--- src/rtl/packet_ejector_pkg.sv ---
// packet_ejector_pkg: shared definitions for the router Local-port ejector.
// Holds the 32-bit packet field layout, ejector FSM state encodings and a
// saturating-counter helper.
package packet_ejector_pkg;

  // Packet layout: {xDst, yDst, xSrc, ySrc, PacketID, ModuleID}
  localparam int XDST_HI  = 31;
  localparam int XDST_LO  = 28;
  localparam int YDST_HI  = 27;
  localparam int YDST_LO  = 24;
  localparam int XSRC_HI  = 23;
  localparam int XSRC_LO  = 20;
  localparam int YSRC_HI  = 19;
  localparam int YSRC_LO  = 16;
  localparam int PKTID_HI = 15;
  localparam int PKTID_LO = 6;
  localparam int MODID_HI = 5;
  localparam int MODID_LO = 0;

  typedef struct packed {
    logic [XDST_HI-XDST_LO:0]   x_dst;
    logic [YDST_HI-YDST_LO:0]   y_dst;
    logic [XSRC_HI-XSRC_LO:0]   x_src;
    logic [YSRC_HI-YSRC_LO:0]   y_src;
    logic [PKTID_HI-PKTID_LO:0] pkt_id;
    logic [MODID_HI-MODID_LO:0] mod_id;
  } pkt_fields_t;

  typedef enum logic [1:0] {
    IDLE    = 2'b00,
    GRANT   = 2'b01,
    RELEASE = 2'b10
  } ej_state_e;

  // Increment unless already at the ceiling; counters never wrap.
  function automatic logic [15:0] sat_inc16(input logic [15:0] c, input logic en);
    return (en && (c != 16'hFFFF)) ? c + 16'd1 : c;
  endfunction

endpackage

--- src/rtl/packet_ejector_fifo.sv ---
// ejector_fifo: synchronous receive FIFO for the packet ejector.
// FIFO_DEPTH must be a power of 2 so the pointers wrap naturally.
// The full flag is registered from the post-update occupancy; a push is
// allowed while full when a pop happens on the same edge.
module ejector_fifo #(
  parameter int dataWidth  = 32,
  parameter int FIFO_DEPTH = 4
) (
  input  logic                 clk,
  input  logic                 reset,
  input  logic                 push_i,
  input  logic                 pop_i,
  input  logic [dataWidth-1:0] din_i,
  output logic                 full_o,
  output logic                 empty_o,
  output logic [dataWidth-1:0] head_o
);

  localparam int PW = $clog2(FIFO_DEPTH);
  localparam int CW = PW + 1;
  localparam logic [CW-1:0] DEPTH_C = CW'(FIFO_DEPTH);

  logic [dataWidth-1:0] mem_q [FIFO_DEPTH];
  logic [PW-1:0]        wr_q, rd_q;
  logic [CW-1:0]        cnt_q, cnt_d;
  logic                 full_q;
  logic                 push_ok, pop_ok;

  assign pop_ok  = pop_i && (cnt_q != '0);
  assign push_ok = push_i && (!full_q || pop_ok);

  // Occupancy next-state from the accepted push/pop pair.
  always_comb begin
    cnt_d = cnt_q;
    case ({push_ok, pop_ok})
      2'b10:   cnt_d = cnt_q + 1'b1;
      2'b01:   cnt_d = cnt_q - 1'b1;
      default: cnt_d = cnt_q;
    endcase
  end

  // Pointers, occupancy and full flag; storage itself needs no reset.
  always_ff @(posedge clk) begin
    if (!reset) begin
      wr_q   <= '0;
      rd_q   <= '0;
      cnt_q  <= '0;
      full_q <= 1'b0;
    end else begin
      if (push_ok) wr_q <= wr_q + 1'b1;
      if (pop_ok)  rd_q <= rd_q + 1'b1;
      cnt_q  <= cnt_d;
      full_q <= (cnt_d == DEPTH_C);
    end
  end

  // Entry write on accepted push.
  always_ff @(posedge clk) begin
    if (push_ok) mem_q[wr_q] <= din_i;
  end

  assign full_o  = full_q;
  assign empty_o = (cnt_q == '0);
  assign head_o  = mem_q[rd_q];

endmodule

--- src/rtl/packet_ejector.sv ---
// packet_ejector: sink at a router Local output port. Receives packets over
// the req/grant handshake into ejector_fifo, checks destination, optionally
// checks per-source packet-ID sequence, and drains to the PE at a fixed rate.
// Optional feature macro: SEQ_CHECK_EN (per-source sequence checking).
//
// state   | meaning
// IDLE    | waiting for a request; accept if FIFO not full
// GRANT   | grant pulse issued this cycle; drop it
// RELEASE | wait for the request to go low before accepting again
module packet_ejector
  import packet_ejector_pkg::*;
#(
  parameter int             dataWidth      = 32,
  parameter int             dim            = 4,
  parameter logic [dim-1:0] MY_X           = 4'b0_011,
  parameter logic [dim-1:0] MY_Y           = 4'b1_011,
  parameter int             FIFO_DEPTH     = 4,
  parameter int             DRAIN_INTERVAL = 2,
  parameter int             NUM_SRC        = 4
) (
  input  logic                 clk,
  input  logic                 reset,
  input  logic                 ReqUpStr,
  input  logic [dataWidth-1:0] PacketIn,
  output logic                 GntUpStr,
  output logic                 UpStrFull,
  output logic                 PktValid,
  output logic [dataWidth-1:0] PktData,
  output logic [15:0]          RxCount,
  output logic [15:0]          DstErrCount,
  output logic [15:0]          SeqErrCount
);

  localparam int DW = (DRAIN_INTERVAL > 1) ? $clog2(DRAIN_INTERVAL) : 1;
  localparam logic [DW-1:0] DRAIN_TC = DW'(DRAIN_INTERVAL - 1);

  ej_state_e            state_q;
  logic                 gnt_q;
  logic [DW-1:0]        drain_q, drain_d;
  logic                 valid_q, valid_d;
  logic [dataWidth-1:0] data_q, data_d;
  logic [15:0]          rx_q, rx_d;
  logic [15:0]          dst_q, dst_d;

  logic                 fifo_full, fifo_empty;
  logic [dataWidth-1:0] fifo_head;
  logic                 accept, pop, drain_tc, dst_mismatch;

  assign accept       = (state_q == IDLE) && ReqUpStr && !fifo_full;
  assign drain_tc     = (drain_q == DRAIN_TC);
  assign pop          = drain_tc && !fifo_empty;
  assign dst_mismatch = (PacketIn[XDST_HI -: 2*dim] != {MY_X, MY_Y});

  ejector_fifo #(
    .dataWidth  (dataWidth),
    .FIFO_DEPTH (FIFO_DEPTH)
  ) u_fifo (
    .clk     (clk),
    .reset   (reset),
    .push_i  (accept),
    .pop_i   (pop),
    .din_i   (PacketIn),
    .full_o  (fifo_full),
    .empty_o (fifo_empty),
    .head_o  (fifo_head)
  );

  // Handshake FSM with registered grant; RELEASE blocks a held request
  // from being captured twice.
  always_ff @(posedge clk) begin
    if (!reset) begin
      state_q <= IDLE;
      gnt_q   <= 1'b0;
    end else begin
      case (state_q)
        IDLE: begin
          if (ReqUpStr && !fifo_full) begin
            state_q <= GRANT;
            gnt_q   <= 1'b1;
          end
        end
        GRANT: begin
          state_q <= RELEASE;
          gnt_q   <= 1'b0;
        end
        RELEASE: begin
          if (!ReqUpStr) state_q <= IDLE;
        end
        default: begin
          state_q <= IDLE;
          gnt_q   <= 1'b0;
        end
      endcase
    end
  end

  // Next-state for the drain timer, output strobe/data and statistics.
  always_comb begin
    drain_d = drain_tc ? '0 : drain_q + 1'b1;
    valid_d = pop;
    data_d  = pop ? fifo_head : data_q;
    rx_d    = sat_inc16(rx_q, accept);
    dst_d   = sat_inc16(dst_q, accept && dst_mismatch);
  end

  // Drain timer, output registers and statistics counters.
  always_ff @(posedge clk) begin
    if (!reset) begin
      drain_q <= '0;
      valid_q <= 1'b0;
      data_q  <= '0;
      rx_q    <= '0;
      dst_q   <= '0;
    end else begin
      drain_q <= drain_d;
      valid_q <= valid_d;
      data_q  <= data_d;
      rx_q    <= rx_d;
      dst_q   <= dst_d;
    end
  end

`ifdef SEQ_CHECK_EN
  localparam int SRC_W = (NUM_SRC > 1) ? $clog2(NUM_SRC) : 1;

  logic [PKTID_HI-PKTID_LO:0] exp_id_q [NUM_SRC];
  logic [SRC_W-1:0]           src_idx;
  logic [PKTID_HI-PKTID_LO:0] pkt_id;
  logic                       seq_err;
  logic [15:0]                seq_q, seq_d;

  assign src_idx = PacketIn[MODID_LO +: SRC_W];
  assign pkt_id  = PacketIn[PKTID_HI:PKTID_LO];
  assign seq_err = accept && (pkt_id != exp_id_q[src_idx]);
  assign seq_d   = sat_inc16(seq_q, seq_err);

  // Expected next ID per source; injectors start numbering at 1, and a gap
  // resynchronises so it is counted only once.
  always_ff @(posedge clk) begin
    if (!reset) begin
      for (int i = 0; i < NUM_SRC; i++) exp_id_q[i] <= 10'd1;
      seq_q <= '0;
    end else begin
      if (accept) exp_id_q[src_idx] <= pkt_id + 10'd1;
      seq_q <= seq_d;
    end
  end

  assign SeqErrCount = seq_q;
`else
  assign SeqErrCount = 16'd0;
`endif

  assign GntUpStr    = gnt_q;
  assign UpStrFull   = fifo_full;
  assign PktValid    = valid_q;
  assign PktData     = data_q;
  assign RxCount     = rx_q;
  assign DstErrCount = dst_q;

endmodule
--- config.mk ---
export PLATFORM = sky130hd
export DESIGN_NAME = packet_ejector
export DESIGN_NICKNAME = d
export VERILOG_FILES = /design/src/rtl/packet_ejector_pkg.sv /design/src/rtl/packet_ejector_fifo.sv /design/src/rtl/packet_ejector.sv
export SDC_FILE = /design/constraint.sdc
export NUM_CORES = 1
export LEC_CHECK = 0
export BUFFER_PORTS_ARGS = -buffer_cell sky130_fd_sc_hd__buf_2
export CAP_MARGIN = 0
export CORE_MARGIN = 2
export CORE_UTILIZATION = 54
export CTS_BUF_LIST = sky130_fd_sc_hd__clkbuf_16
export CTS_CLUSTER_SIZE = 16
export DETAILED_ROUTE_END_ITERATION = 12
export MAX_ROUTING_LAYER = met4
export PLACE_DENSITY_LB_ADDON = 0.05
export SLEW_MARGIN = 20
export SYNTH_ARGS = -nofsm -noshare
export SYNTH_HDL_FRONTEND = slang
export SYNTH_HIERARCHICAL = 1
export SYNTH_SLANG_ARGS = --single-unit
--- constraint.sdc ---
create_clock -name clk -period 7.8 [get_ports clk]
set_input_delay 0.78 -clock clk [delete_from_list [all_inputs] [get_ports clk]]
set_output_delay 0.78 -clock clk [all_outputs]
set_load 0.1 [all_outputs]
==> results of run 1 <==
cell usage in the layout (no fill, tap or decap), types with 5 or more instances in the layout:
| master | instances |
|---|---|
| a21oi_1 | 50 |
| and2_1 | 7 |
| and3_1 | 5 |
| buf_2 | 101 |
| clkbuf_16 | 23 |
| clkinv_1 | 6 |
| clkinv_2 | 8 |
| conb_1 | 16 |
| dfxtp_1 | 77 |
| edfxtp_1 | 128 |
| ha_1 | 7 |
| inv_1 | 15 |
| mux2i_1 | 8 |
| mux4_2 | 32 |
| nand2_1 | 86 |
| nand2b_1 | 8 |
| nand3_1 | 10 |
| nand4_1 | 10 |
| nor2_1 | 8 |
| nor3_1 | 6 |
| nor4_1 | 5 |
| o211ai_1 | 5 |
| o21ai_0 | 7 |
| o31ai_1 | 13 |
| or4_1 | 9 |
power by group through the flow:
stage               Clock, mW  Sequential, mW  Combinational (mW)
floorplan                   0            1.46               0.224
finish                  0.965            1.27               0.466
detailed placement          0            1.29               0.471
CTS                     0.988            1.27               0.472
global placement            0            1.29               0.465
global route             1.03            1.28               0.500
synth_stat cells, types with 2 or more instances:
cell type,n,area [sq um]
nand4_1,10,62.6
buf_6,3,33.8
nor3_1,6,30.0
buf_2,7,35.0
or4_1,9,67.6
o31ai_1,13,97.6
or3_4,2,22.5
nand2_1,86,323
and2_1,11,68.8
a41oi_1,2,17.5
inv_1,13,48.8
mux4_2,32,721
nand2b_1,9,56.3
nand3b_1,2,15.0
dfxtp_1,79,1580
and3_1,5,31.3
clkbuf_1,11,41.3
a311oi_1,3,26.3
inv_2,2,7.51
a21oi_1,50,250
or4b_4,2,27.5
a211oi_1,4,30.0
nand3_1,10,50.1
buf_1,6,22.5
nor2_1,8,30.0
edfxtp_1,128,3840
buf_4,16,120
and4_1,3,26.3
mux2i_1,8,80.1
xnor2_1,3,26.3
o21a_1,2,15.0
or3_1,4,25.0
nor4_1,5,31.3
o21ai_0,7,35.0
nor4_2,2,25.0
a31oi_1,3,18.8
ha_1,7,87.6
o211ai_1,5,37.5
worst paths after layout:
path                              start                  endpoint
max          u_fifo/cnt_q[0]$_SDFF_PN0_  u_fifo/full_o$_SDFF_PN0_
min                  drain_q$_SDFF_PP0_        drain_q$_SDFF_PP0_
max reg2reg  u_fifo/cnt_q[0]$_SDFF_PN0_  u_fifo/full_o$_SDFF_PN0_
min reg2reg          drain_q$_SDFF_PP0_        drain_q$_SDFF_PP0_
final cells by class:
cell class,instances,share of cell area
Timing Repair Buffer,104,0.0554
Inverter,15,0.00604
Tap cell,188,0.0247
Multi-Input combinational cell,348,0.274
Sequential cell,207,0.569
Clock inverter,17,0.0104
Clock buffer,23,0.0604
flip-flops by register name, indices dropped and copies added (netlist names), named ones only:
signal,flops
u_fifo/cnt_q,3
RxCount,16
u_fifo/full_o,1
drain_q,1
u_fifo/mem_q,128
DstErrCount,16
GntUpStr,1
state_q,2
u_fifo/wr_q,2
PktValid,1
u_fifo/rd_q,2
PktData,32
through the flow:
step	setup slack, ns	std cells	power (mW)
floorplan	4.81	613	1.68
global placement	4.67	862	1.75
detailed placement	4.57	862	1.77
CTS	4.55	902	2.73
global route	4.36	902	2.81
finish	4.57	902	2.70
cells by family after synthesis:
logic type,after synthesis,synth area share
buf+inv,58,0.0373
xor+xnor,4,0.00423
flops,207,0.655
fa+ha+maj,8,0.0130
mux,40,0.0967
compound gates,102,0.0811
other cells,1,0.000453
simple gates,178,0.112
per-layer routing:
layer,part of all wire,routed length [microns]
met5,0,0
met3,0.037,587
met2,0.49,7730
met1,0.45,7140
met4,0.019,297
==> metrics.md, run 1 <==
| Metric | Value |
|---|---|
| Status | complete, no violations |
| Post-CTS Setup Repair Bufs | 0 |
| Syn_area_per_cell | 13.8 sq um |
| Multi-input gate area | 2610 sq um |
| Worst Max-Slew Pin Slew | 1.02 ns |
| CTS tree | yes |
| Post-CTS Hold Fix Bufs | 0 |
| Initial Util | 0.549 |
| Comb power frac | 0.173 |
| Post-Route WL | 15.8 mm |
| CP Max Fanout | 34 |
| WP data arrival | 3.66 ns |
| Maximum Capacitance Violations | 0 |
| Chip Height | 128 microns |
| DRT antenna net count | 0 |
| Power Internal | 1.91 mW |
| Most used DFF post-synth | edfxtp_1 |
| Layout cell share with drive strength beyond 1 | 0.263 |
| Pre-Repair DR Iteration Count | 4 |
| CP startpoint kind | flop |
| Clk pwr share | 0.357 |
| Met3 Resource Use GR | 0.0305 |
| VDD IR max | 0.210 mV |
| Die width | 128 microns |
| Critical path cell sequence | nor3_1 > nand2b_2 > inv_1 > o31ai_4 > a21boi_4 > inv_2 > ha_1 > inv_1 > fa_1 > xor2_1 > or4b_4 > a21oi_2 |
| Largest net degree at the start of global routing | 58 |
| Worst path slowest cell | nand2b_2 |
| Clock sink total | 207 |
| Fmax | 0.310 GHz |
| GRT overflow | 0 |
| Clock tree buffer depth | 3 |
| Std-Cell Rows | 45 |
| Via density | 5.63 |
| Final hold viol count | 0 |
| Leak Pwr | 3.41 nW |
| Warnings from Yosys | 6 |
| Max-slew violation count | 0 |
| Met1 Use GR | 0.269 |
| Avg WL per Cell | 17.5 microns |
| Clk pin slew, worst setup/hold paths | 0.06 ns |
| Sequential area share after synthesis | 0.655 |
| Placer Congestion | 0.797 |
| Ys async rst share | 0 |
| Post-CTS Resized | 0 |
| First-pass GRT wire length | 25.4 mm |
| Hold slack | 0.434 ns |
| WHS Path Cells | 1 |
| Reg area | 5430 sq um |
| Slew HR | 0.318 |
| Total number of vias | 5,079 |
| Total CTS buffers | 22 |
| RSZ-0062 raised after global routing | no |
| Final worst path period share | 0.414 |
| Crit path time final | 3.23 ns |
| Fillers | 1,208 |
| Setup TNS Final | 0 ns |
| WP buf/inv | 3 |
| Io pins | 118 |
| Worst Clk Skew | 0.0135 ns |
| Reg power frac | 0.470 |
| Vias in the first global route | 4,963 |
| Core Area | 15,100 sq um |
| Layout net count | 741 |
| Pwr dens | 283 nW/um^2 |
| Reg2reg setup slack | 4.57 ns |
| Final Cell Area | 9530 sq um |
| Psw | 787 uW |
| Flops & latches, synth | 207 |
| Critical path type | reg -> reg |
| PortBufs | 101 |
| M2 GR Usage | 0.332 |
| Final core utilization | 0.632 |
| Crit end category | flop |
| Total GRT Usage | 0.202 |
| Final Setup Violations | 0 |
| Critical path required time | 8.23 ns |
| Synth unique cells | 58 |
| Mapped Area | 8280 sq um |
| Layout area overhead | 15.1% |
| Critical Path Max Stage Delay | 0.63 ns |
| Synthesized instance count | 598 |
| Diode count | 0 |
| Family with the most delay on the worst path | simple AND/OR/NAND/NOR gates |
| Die area | 16,300 sq um |
| Switching share of total power | 0.291 |
| Post-synth EDFFs | 128 |
| Drt first-iter violations | 336 |
| Most Frequent Cell on Critical Path | inv_1 |
| Critical Path Stages | 12 |
| Root buf cell | clkbuf_16 |
| Worst min path class | reg -> reg |
| Gr busiest metal | met2 |
| Placed cell area | 8860 sq um |
| Hpwl dp | 9.74 mm |
| Reg2Reg Depth | 12 |
| Clock Latency Late Sink | 0.50 ns |
| Number of antenna violations at the first check in global routing | 0 |
| H-tree Lvls | 1 |
| # DRC | 0 |
(Power assumes the default switching activity.)
==> run 2, diff against run 1 <==
clock period = 3.3 ns   (was 7.8 ns; I/O delays follow)
==> run 2 against run 1 <==
Compared with the run above: worst setup slack got worse by 4.0 ns; utilization up 1.1 points; wire length is 4.6% higher; flip-flop and latch count is the same; critical path type unchanged.
==> metrics.md, run 2 (same netlist as run 1, synthesis figures left out) <==
| Metric | Value |
|---|---|
| Status | complete, no violations |
| Die width | 128 microns |
| Worst path slowest cell | or4b_4 |
| Via density | 5.76 |
| # DRC | 0 |
| Pre-Repair DR Iteration Count | 4 |
| Crit path time final | 2.76 ns |
| Worst reg2reg startpoint | state_q[1]$_SDFFE_PN0P_ |
| Crit end category | flop |
| Reg2Reg Depth | 10 |
| Most common cell after layout, fill and taps aside | edfxtp_1 |
| Fmax | 0.363 GHz |
| Final hold viol count | 0 |
| Critical path cell sequence | or4b_4 > inv_2 > a21boi_4 > inv_2 > ha_1 > inv_1 > fa_1 > and3b_1 > a31oi_1 > a21oi_2 |
| Post-CTS Hold Fix Bufs | 0 |
| GRT overflow | 0 |
| Worst Clk Skew | 0.0123 ns |
| VDD IR max | 0.579 mV |
| Drt first-iter violations | 351 |
| Number of antenna violations at the first check in global routing | 0 |
| Critical path type | reg -> reg |
| Reg2reg setup slack | 0.54 ns |
| RSZ-0062 raised after global routing | no |
| H-tree Lvls | 1 |
| Clk pin slew, worst setup/hold paths | 0.06 ns |
| CP startpoint kind | flop |
| Hpwl dp | 10.3 mm |
| WP data arrival | 3.13 ns |
| Io pins | 118 |
| Most frequent cells in the layout | 128 x edfxtp_1, 101 x buf_2, 86 x nand2_1, 77 x dfxtp_1, 50 x a21oi_1 |
| Total CTS buffers | 23 |
| CP Max Fanout | 13 |
| Critical path required time | 3.67 ns |
| DRT antenna net count | 0 |
| Hold Path Origin | PacketIn[12] |
| Clock sink total | 207 |
| WP buf/inv | 3 |
| Fillers | 1,176 |
| Pwr dens | 678 nW/um^2 |
| Post-CTS Setup Repair Bufs | 0 |
| Leak Pwr | 3.49 nW |
| Post-Route WL | 16.5 mm |
| CTS tree | yes |
| Final Setup Violations | 0 |
| Max reg flops | 128 |
| Std-Cell Rows | 45 |
| Most Frequent Cell on Critical Path | inv_2 |
| Total number of vias | 5,232 |
| Die area | 16,300 sq um |
| Vias in the first global route | 5,124 |
| PortBufs | 101 |
| Slew HR | 0.328 |
| Clock tree buffer depth | 3 |
| First-pass GRT wire length | 25.8 mm |
| Multi-input gate area | 2610 sq um |
| Clock Latency Late Sink | 0.50 ns |
| Layout cell share with drive strength beyond 1 | 0.270 |
| Post-CTS Resized | 0 |
| Chip Height | 128 microns |
| Largest net degree at the start of global routing | 58 |
| Worst min path class | in -> reg |
| Diode count | 0 |
| Total GRT Usage | 0.208 |
| Worst R2R End | u_fifo/full_o$_SDFF_PN0_ |
| Critical Path Max Stage Delay | 0.63 ns |
| Placer Congestion | 0.775 |
| Largest Register | u_fifo/mem_q |
| Avg WL per Cell | 18.1 microns |
| Hold Path Sink | u_fifo/mem_q[1][12]$_DFFE_PP_ |
| Family with the most delay on the worst path | simple AND/OR/NAND/NOR gates |
| Maximum Capacitance Violations | 0 |
| Root buf cell | clkbuf_16 |
| Layout net count | 748 |
| WHS Path Cells | 1 |
| Final worst path period share | 0.835 |
| Layout area overhead | 17.1% |
| DP Worst Slack | 0.516 ns |
| Reg area | 5430 sq um |
| Worst Slack Setup Final | 0.543 ns |
| Setup TNS Final | 0 ns |
| Worst Max-Slew Pin Slew | 1.01 ns |
| Initial Util | 0.549 |
| Core Area | 15,100 sq um |
| Max-slew violation count | 0 |
run 2: routing by layer:
metal  up-vias  share of wire  GRT usage  wire, microns
met5         -              0          -              0
met4         0          0.021     0.0595            344
met3        30          0.045     0.0321            745
met2       132           0.49      0.343           8120
met1      2607           0.44      0.273           7280
li1       2463              -          -              -
run 2: area by class of cell:
class	instances	area share
Inverter	15	0.00594
Clock inverter	17	0.0130
Timing Repair Buffer	110	0.0656
Multi-Input combinational cell	348	0.269
Sequential cell	207	0.560
Tap cell	188	0.0243
Clock buffer	24	0.0620
run 2: stage by stage:
| stage | util | std cells | power (mW) | cell area (sq um) | hold slack [ns] |
|---|---|---|---|---|---|
| after floorplan | - | 613 | 3.98 | 8340 | 0.394 |
| after global placement | 0.594 | 868 | 4.18 | 8960 | 0.424 |
| after detailed placement | 0.594 | 868 | 4.21 | 8960 | 0.433 |
| after CTS | 0.642 | 909 | 6.64 | 9690 | 0.0381 |
| after global routing | 0.642 | 909 | 6.80 | 9690 | 0.0378 |
| final | 0.642 | 909 | 6.57 | 9690 | 0.0536 |
run 2: worst max-delay path by stage:
stage                               end                startpoint  depth (start not counted)  slack [ns]
3_3_place_gp   u_fifo/full_o$_SDFF_PN0_                  ReqUpStr                         11        0.63
2_1_floorplan  u_fifo/full_o$_SDFF_PN0_  u_fifo/full_o$_SDFF_PN0_                         10        0.31
5_1_grt        u_fifo/full_o$_SDFF_PN0_  u_fifo/full_o$_SDFF_PN0_                         10        0.41
3_5_place_dp   u_fifo/full_o$_SDFF_PN0_                  ReqUpStr                         11        0.52
6_report       u_fifo/full_o$_SDFF_PN0_   state_q[1]$_SDFFE_PN0P_                         10        0.54
4_1_cts        u_fifo/full_o$_SDFF_PN0_   state_q[1]$_SDFFE_PN0P_                         10        0.55
run 2: report_power, final:
part	switching, mW	total (mW)	internal [mW]	leakage (nW)
clock network	0.958	2.42	1.47	0.385
logic	0.837	1.13	0.288	1.29
registers	0.0947	3.02	2.93	1.81
==> run 3, diff against run 2 <==
ABC_AREA = 1   (was unset)
clock period = 2.7 ns   (was 3.3 ns; I/O delays follow)
==> run 3 against run 2 <==
Compared with the run above: area after synthesis is 4.0% higher; first-iteration DRC count is 21% higher; largest power group unchanged; die area is 3.9% higher; clock skew is 0.0039 ns higher; final cell count is 35% higher; critical path depth is 4 higher; worst setup slack worse by 0.16 ns; via count is 22% higher; fmax is 19% higher; sequential share of layout area is 2.6 points lower; highest routed layer unchanged; non-clock buffer count is 22 higher.
==> metrics.md, run 3 <==
| Metric | Value |
|---|---|
| # DRC | 0 |
| H-tree Lvls | 1 |
| Layout area overhead | 17.9% |
| Worst Clk Skew | 0.0162 ns |
| Cell taking the most area after synthesis | edfxtp_1 |
| Drt first-iter violations | 426 |
| Switching share of total power | 0.327 |
| Total CTS buffers | 22 |
| Flops & latches, synth | 207 |
| Final worst path period share | 0.859 |
| Synth unique cells | 33 |
| Total GRT Usage | 0.227 |
| Max reg flops | 128 |
| Core Area | 15,700 sq um |
| Vias in the first global route | 6,051 |
| Status | complete, no violations |
| DP Worst Slack | 0.426 ns |
| Chip Height | 130 microns |
| Worst Setup SP | u_fifo/cnt_q[0]$_SDFF_PN0_ |
| First-pass GRT wire length | 29.7 mm |
| Synth top cells by count | 208 x nor2_1, 128 x edfxtp_1, 115 x nand2_1 |
| Via density | 5.21 |
| Worst R2R End | u_fifo/full_o$_SDFF_PN0_ |
| Largest Register | u_fifo/mem_q |
| Worst reg2reg startpoint | u_fifo/cnt_q[0]$_SDFF_PN0_ |
| Power Internal | 5.67 mW |
| Post-synth EDFFs | 128 |
| Comb power frac | 0.213 |
| Clk pwr share | 0.343 |
| Std-Cell Rows | 46 |
| Most frequent cells in the layout | 203 x nor2_1, 128 x edfxtp_1, 115 x nand2_1, 101 x buf_2, 78 x dfxtp_1 |
| CP startpoint kind | flop |
| GRT overflow | 0 |
| Hpwl dp | 11.7 mm |
| Final Power | 8.43 mW |
| CTS tree | yes |
| Critical path required time | 3.10 ns |
| Reg2reg setup slack | 0.38 ns |
| Worst min path class | in -> reg |
| Warnings from Yosys | 6 |
| Max-slew violation count | 0 |
| Total number of vias | 6,383 |
| Leak Pwr | 4.10 nW |
| Crit end category | flop |
| Number of antenna violations at the first check in global routing | 1 |
| Die area | 17,000 sq um |
| Most used DFF post-synth | edfxtp_1 |
| Worst Max-Slew Pin Slew | 0.702 ns |
| Clk pin slew, worst setup/hold paths | 0.06 ns |
| Top Metal Used | met4 |
| WP data arrival | 2.72 ns |
| Final hold viol count | 0 |
| Pwr dens | 830 nW/um^2 |
| Slew HR | 0.532 |
| Most common cell after layout, fill and taps aside | nor2_1 |
| Largest net degree at the start of global routing | 65 |
| Final Cell Area | 10,200 sq um |
| Placed cell area | 9280 sq um |
| Reg power frac | 0.444 |
| Crit path time final | 2.32 ns |
| Final Setup Violations | 0 |
| Top-area cell type share of the netlist area | 0.446 |
| Post-CTS Setup Repair Bufs | 0 |
| Fmax | 0.431 GHz |
| Syn_area_per_cell | 9.90 sq um |
| Clock tree buffer depth | 3 |
| Placer Congestion | 0.876 |
| Ys async rst share | 0 |
| Mapped Area | 8610 sq um |
| Sequential area share after synthesis | 0.630 |
| Synthesized instance count | 870 |
| Clock sink total | 207 |
| Met1 WL | 8.38 mm |
| VDD IR max | 0.673 mV |
| Layout net count | 1,036 |
| Initial Util | 0.548 |
| Synth area leaders | edfxtp_1 45%, dfxtp_1 18%, nor2_1 9.1%, nand2_1 5.0%, o21ai_0 4.4% |
| Worst Slack Setup Final | 0.380 ns |
| WL met2 | 9.14 mm |
| PortBufs | 101 |
| Hold slack | 0.0102 ns |
| Avg WL per Cell | 15.2 microns |
| RSZ-0062 raised after global routing | no |
| Layout cell share with drive strength beyond 1 | 0.172 |
| Die width | 130 microns |
| Pre-Repair DR Iteration Count | 4 |
| Post-Route WL | 18.7 mm |
| Critical path type | reg -> reg |
| Io pins | 118 |
| DR WL met3 | 936 microns |
| CP Max Fanout | 5 |
| Root buf cell | clkbuf_16 |
| Reg2Reg Depth | 14 |
| Top-count cell post-synth | nor2_1 |
| Post-CTS Resized | 0 |
| CP Capture Point | u_fifo/full_o$_SDFF_PN0_ |
| Clock Latency Late Sink | 0.49 ns |
| Post-CTS Hold Fix Bufs | 16 |
| Maximum Capacitance Violations | 0 |
| Psw | 2.76 mW |
| DRT antenna net count | 0 |
## run 3: cell count changes after synthesis, moves of 11 or more
cell	delta
nor2_1	+200
mux4_2	-32
o21ai_0	+69
a21oi_1	-23
o22ai_1	+32
and2_1	-11
nand3_1	+15
nand2_1	+29
o21ai_1	+28
o31ai_1	-13
inv_1	+38
## run 3: worst min path at each step
stage | start | endpoint | slack [ns] | depth (start not counted)
4_1_cts | PacketIn[11] | u_fifo/mem_q[0][11]$_DFFE_PP_ | 0.001 | 1
6_report | PacketIn[22] | u_fifo/mem_q[3][22]$_DFFE_PP_ | 0.01 | 1
3_5_place_dp | drain_q$_SDFF_PP0_ | drain_q$_SDFF_PP0_ | 0.41 | 1
5_1_grt | PacketIn[22] | u_fifo/mem_q[2][22]$_DFFE_PP_ | 0.002 | 1
3_3_place_gp | drain_q$_SDFF_PP0_ | drain_q$_SDFF_PP0_ | 0.40 | 1
2_1_floorplan | PacketIn[0] | u_fifo/mem_q[0][0]$_DFFE_PP_ | 0.37 | 0
## run 3: critical path, cell delays in order (launching register included)
cell     delay [ns]
dfxtp_1        0.34
nor2_1         0.12
nand2_1        0.09
inv_1          0.07
nor2_2         0.05
nand2_2        0.09
nand2_2        0.09
nand2_2        0.23
ha_1           0.22
inv_1          0.07
fa_1           0.48
nand2_1        0.05
o21ai_0        0.10
nand2_1        0.08
nor3_1         0.17
## run 3: logic make-up (layout without fill, tap and decap cells)
logic type / after synthesis / after routing / share of synthesized area
compound gates: 165 / 165 / 0.102
xor+xnor: 12 / 12 / 0.0122
fa+ha+maj: 8 / 8 / 0.0125
buf+inv: 102 / 225 / 0.0623
flops: 207 / 207 / 0.630
other cells: 1 / 17 / 0.000435
simple gates: 375 / 375 / 0.181
## run 3: through the flow
| step | util | instances | TNS (ns) |
|---|---|---|---|
| 2_1_floorplan | - | 885 | -51.11 |
| 6_report | 0.647 | 1225 | 0 |
| 5_1_grt | 0.647 | 1225 | 0 |
| 4_1_cts | 0.645 | 1222 | 0 |
| 3_3_place_gp | 0.590 | 1167 | 0 |
| 3_5_place_dp | 0.590 | 1167 | 0 |
## run 3: routing by layer
metal,vias to the layer above,track usage
li1,3150,-
met1,3029,0.297
met2,184,0.382
met3,20,0.0312
met4,0,0.0519
met5,-,-
## run 3: area by class of cell
type                            instances  area, sq um
Inverter                               54          210
Tap cell                              216          270
Antenna cell                            1         2.50
Sequential cell                       207         5430
Multi-Input combinational cell        576         2740
Clock inverter                         16          125
Fill cell                            1316         5550
Clock buffer                           23          576
Timing Repair Buffer                  132          808
## run 3: power groups by stage
stage / Combinational (mW) / Sequential [mW] / Clock [mW]
6_report: 1.79 / 3.74 / 2.89
4_1_cts: 1.80 / 3.74 / 2.94
5_1_grt: 1.92 / 3.77 / 3.08
2_1_floorplan: 0.697 / 4.55 / 0
3_5_place_dp: 1.77 / 3.81 / 0
3_3_place_gp: 1.75 / 3.79 / 0
